## src/rtl/key_expand_128.sv

```systemverilog
// Sequential AES-128 key expansion: emits round keys 0..10, one per cycle, into a
// hi/lo pair of 16x64 round-key RAMs. SubWord is done by an external S-box.
module key_expand_128 #(
  parameter logic [3:0] BASE_ADDR = 4'd0
) (
  input  logic         clk,
  input  logic         rst,
  input  logic         start,
  input  logic [127:0] key,
  output logic         busy,
  output logic         done,
  output logic [31:0]  sbox_in,
  input  logic [31:0]  sbox_out,
  output logic         wr,
  output logic [3:0]   wr_addr,
  output logic [63:0]  wr_data_hi,
  output logic [63:0]  wr_data_lo
);

  typedef enum logic [1:0] {
    IDLE   = 2'd0,
    EXPAND = 2'd1,
    DONE   = 2'd2
  } state_t;

  state_t         state_q, state_d;
  logic [3:0]     rnd_q, rnd_d;
  logic [127:0]   cur_key_q, cur_key_d;
  logic [7:0]     rcon_q, rcon_d;

  logic [31:0]    w0, w1, w2, w3;
  logic [31:0]    t, n0, n1, n2, n3;
  logic           expand;

  function automatic logic [7:0] xtime(input logic [7:0] b);
    return {b[6:0], 1'b0} ^ (b[7] ? 8'h1b : 8'h00);
  endfunction

  function automatic logic [31:0] rot_word(input logic [31:0] w);
    return {w[23:0], w[31:24]};
  endfunction

  assign {w0, w1, w2, w3} = cur_key_q;

  // Chained XOR form of the FIPS-197 recurrence: each new word folds in the previous new word.
  assign t  = sbox_out ^ {rcon_q, 24'h0};
  assign n0 = w0 ^ t;
  assign n1 = w1 ^ n0;
  assign n2 = w2 ^ n1;
  assign n3 = w3 ^ n2;

  always_ff @(posedge clk) begin
    if (rst) begin
      state_q   <= IDLE;
      rnd_q     <= 4'd0;
      cur_key_q <= 128'd0;
      rcon_q    <= 8'h01;
    end else begin
      state_q   <= state_d;
      rnd_q     <= rnd_d;
      cur_key_q <= cur_key_d;
      rcon_q    <= rcon_d;
    end
  end

  always_comb begin
    state_d   = state_q;
    rnd_d     = rnd_q;
    cur_key_d = cur_key_q;
    rcon_d    = rcon_q;
    unique case (state_q)
      IDLE: begin
        if (start) begin
          cur_key_d = key;
          rnd_d     = 4'd0;
          rcon_d    = 8'h01;
          state_d   = EXPAND;
        end
      end
      EXPAND: begin
        if (rnd_q == 4'd10) begin
          state_d = DONE;
        end else begin
          cur_key_d = {n0, n1, n2, n3};
          rnd_d     = rnd_q + 4'd1;
          rcon_d    = xtime(rcon_q);
        end
      end
      DONE:    state_d = IDLE;
      default: state_d = IDLE;
    endcase
  end

  // RAM-side outputs come straight from registers so consecutive writes have no gaps.
  assign expand     = (state_q == EXPAND);
  assign busy       = expand;
  assign wr         = expand;
  assign done       = (state_q == DONE);
  assign wr_addr    = expand ? (BASE_ADDR + rnd_q) : 4'd0;
  assign wr_data_hi = expand ? cur_key_q[127:64] : 64'd0;
  assign wr_data_lo = expand ? cur_key_q[63:0]   : 64'd0;
  assign sbox_in    = rot_word(w3);

endmodule

```

## config.mk

```make
export PLATFORM = sky130hd
export DESIGN_NAME = key_expand_128
export DESIGN_NICKNAME = d
export VERILOG_FILES = /design/src/rtl/key_expand_128.sv
export SDC_FILE = /design/constraint.sdc
export NUM_CORES = 1
export LEC_CHECK = 0
export BUFFER_PORTS_ARGS = -buffer_cell sky130_fd_sc_hd__buf_2
export CAP_MARGIN = 20
export CELL_PAD_IN_SITES_DETAIL_PLACEMENT = 2
export CELL_PAD_IN_SITES_GLOBAL_PLACEMENT = 2
export CORE_MARGIN = 2
export CORE_UTILIZATION = 27
export CTS_BUF_LIST = sky130_fd_sc_hd__clkbuf_16
export CTS_CLUSTER_SIZE = 16
export DETAILED_ROUTE_END_ITERATION = 6
export GPL_ROUTABILITY_DRIVEN = 0
export PLACE_DENSITY_LB_ADDON = 0.1
export SLEW_MARGIN = 0
export SYNTH_ARGS = -nofsm -noshare
export SYNTH_HDL_FRONTEND = slang
export SYNTH_SLANG_ARGS = --single-unit
export TNS_END_PERCENT = 30
```

## constraint.sdc

```tcl
create_clock -name clk -period 2.2 [get_ports clk]
set_input_delay 0.11 -clock clk [delete_from_list [all_inputs] [get_ports clk]]
set_output_delay 0.11 -clock clk [all_outputs]
set_load 0.005 [all_outputs]
```

==> reports/qor.txt <==
Initial core utilization - 27.2%
DRC Markers - 0
Met1 Usage GRT - 31.9%
Hold Path Class - in -> reg
Status - complete, no violations
Per-cell routed wire length - 20.4 µm
Synth Instances - 1104
Final hold violation count - 0
Primary FF master, synth - dfxtp_1
Final worst path period share - 93.0%
Maxcap violations - 0
Vias per cell - 4.92
Layout area overhead - 38.2%
Vias in the first global route - 9657
Final clock skew - 0.0149 ns
Max H-tree Level - 4
CTS tree - built
Fillers - 3719
R2R cell count - 8
Setup violations, final - 0
Setup Crit Path Kind - reg -> out
Post-synth ARST share - 0%
CP Launch Type - flop
Relative slew slack - 58.2%
Busiest grt layer - met2
Worst Hold End - cur_key_q[11]
Sequential cell area - 2840 µm²
Root Driver - clkbuf_16
Total GRT Usage - 22.2%
Unrepaired setup endpoints after global routing - true
First-pass GRT wire length - 57900 µm
Yosys Warn Count - 0
Max IR drop VDD - 0.497 mV
Mapped Avg Cell Area - 7.96 µm²
Layout cells sized above 1 - 27.9%
R2r setup slk - 0.16 ns
Total Wirelength - 38800 µm
Pin count of the biggest net entering global routing - 100
Crit-path max FO - 28
Initial antenna violation count - 9
Minimum clock period - 2.05 ns
Arr. time, crit path - 1.94 ns
Setup crit end kind - output pin
Post-synthesis sequential area ratio - 32.4%
Max Freq - 489 MHz
Layout Nets - 1612
Max Slew Vio Count - 0
PD cells - 728 nW/µm²
GRT overflow - 0
Syn_nets - 1269
Switching share of power - 35.5%
Final core occ - 37.6%
R2r startpoint - rnd_q[0]
Clock Latency Late Sink - 0.43 ns
Internal power - 5.70 mW
Synth Register Bits - 142
Antenna-violating nets left - 0
Worst-margin pin slew - 0.622 ns
Post-CTS Setup Inserts - 0
Die Wd - 184 µm
Switch Pwr - 3.13 mW
WP data required - 2.09 ns
First DRT Iteration DRCs - 363
Worst R2R End - cur_key_q[51]
WHS Path Cells - 3
Lkg Pwr - 5.31 nW
Critical path startpoint - state_q[0]
Clock power frac - 32.9%
Chip Height - 184 µm
Pre-CTS setup slack - 0.0778 ns
Core footprint - 32300 µm²
Hold path startpoint - key[11]
Area of the die - 34000 µm²
Synth cell types - 47
M3 GR Usage - 4.84%
Footprint of the multi-input gates - 5330 µm²
Reg power frac - 36.6%
Most common cell after layout, fill and taps aside - buf_2
IO Port Bufs - 329
Post-Syn Area - 8790 µm²
Clock sinks - 142
Most frequent cells in the layout - buf_2 (329), and2_1 (157), dfxtp_1 (142)
Clock-pin slew on the worst setup and hold paths - 0.07 ns
IO Count - 330
Via Count - 9381
Placement Rows - 66
DRT Pass-1 Iters - 4
Setup ws final - 0.154 ns
Num CTS Buffers - 17
EDFF count, synth - 0
Clock buffer depth - 2
Combinational power share - 30.6%
Grt met2 use - 34.3%
Post-DP HPWL - 27600 µm
[kinds of logic (layout without fill, tap and decap cells)]
logic type               count (synthesis)  after routing  share of synthesized area (%)
AO/OA/AOI/OAI                          333            333                           23.6
XOR/XNOR                               101            101                           11.3
adder cells (fa/ha/maj)                  2              2                          0.285
buffers and inverters                  128            484                           7.32
flip-flops                             142            142                           32.4
multiplexers                             1              1                          0.114
other                                    0              5                              0
AND/OR/NAND/NOR                        397            397                           25.0
[stage by stage]
stage	hold WS, ns	cells	setup TNS, ns	instance area (µm²)	power [mW]
5_1_grt	0.0203	1904	-0.00402	12100	9.36
3_3_place_gp	0.331	1796	0	10800	5.78
2_1_floorplan	0.238	1104	0	8790	4.82
6_report	0.0166	1907	0	12100	8.84
3_5_place_dp	0.346	1796	0	10800	5.86
4_1_cts	0.000442	1901	0	12100	8.91
[metal layers]
layer	up-vias	part of all wire [%]
met5	-	0.16
met4	10	0.77
met3	23	5.5
met2	234	44
met1	4630	50
li1	4484	-
[synth_stat cells, types with 16 or more instances]
master	number	share of area, %
and2_1	157	11
dfxtp_1	142	32
a21oi_1	109	6.2
xnor2_1	78	7.8
nand2_1	69	2.9
nor2_1	64	2.7
o21ai_0	53	3.0
o21ai_1	52	3.0
clkbuf_1	46	2.0
nor3b_1	39	3.3
buf_4	33	2.8
buf_2	31	1.8
o2bb2ai_1	25	2.5
a22o_1	20	2.0
nand3_1	17	0.97
nor3_1	17	0.97
a21o_1	16	1.4
nand3b_1	16	1.4
[repair_timing]
item,in CTS,in global routing
hold buffers,73,0
setup endpoints to repair,0,87
hold endpoints to repair,73,0
gates resized for setup,0,4
[worst max path at each step]
stage	depth (start not counted)	end	slack, ns
finish	5	wr_data_lo[38]	0.15
global route	5	wr_data_lo[38]	-0.004
CTS	5	wr_data_hi[23]	0.009
detailed placement	7	cur_key_q[71]	0.08
global placement	7	cur_key_q[78]	0.19
floorplan	8	cur_key_q[25]	0.47
[worst max-delay path, stage by stage, from the launching register on]
cell and delay [ns]:
dfxtp_1 0.51, nand2b_4 0.15, inv_6 0.21, buf_4 0.29
and2_1 0.20, buf_2 0.13
[layout make-up]
type	instances	share of cell area, %
Antenna cell	5	0.103
Clock buffer	17	3.50
Clock inverter	15	1.13
Inverter	12	0.412
Multi-Input combinational cell	834	43.9
Sequential cell	142	23.4
Tap cell	442	4.55
Timing Repair Buffer	440	23.0
[power by group through the flow]
stage	logic, mW	clock network, mW	registers [mW]
5_1_grt	2.98	3.10	3.29
3_5_place_dp	2.57	0	3.29
3_3_place_gp	2.51	0	3.27
6_report	2.70	2.91	3.23
2_1_floorplan	1.65	0	3.16
4_1_cts	2.70	2.98	3.23
[state kept, by name, summed over array words and instances, names as in the netlist]
name and flops:
cur_key_q 128, rcon_q 8, rnd_q 4, state_q 2
Power figures use the tool's default switching activity.
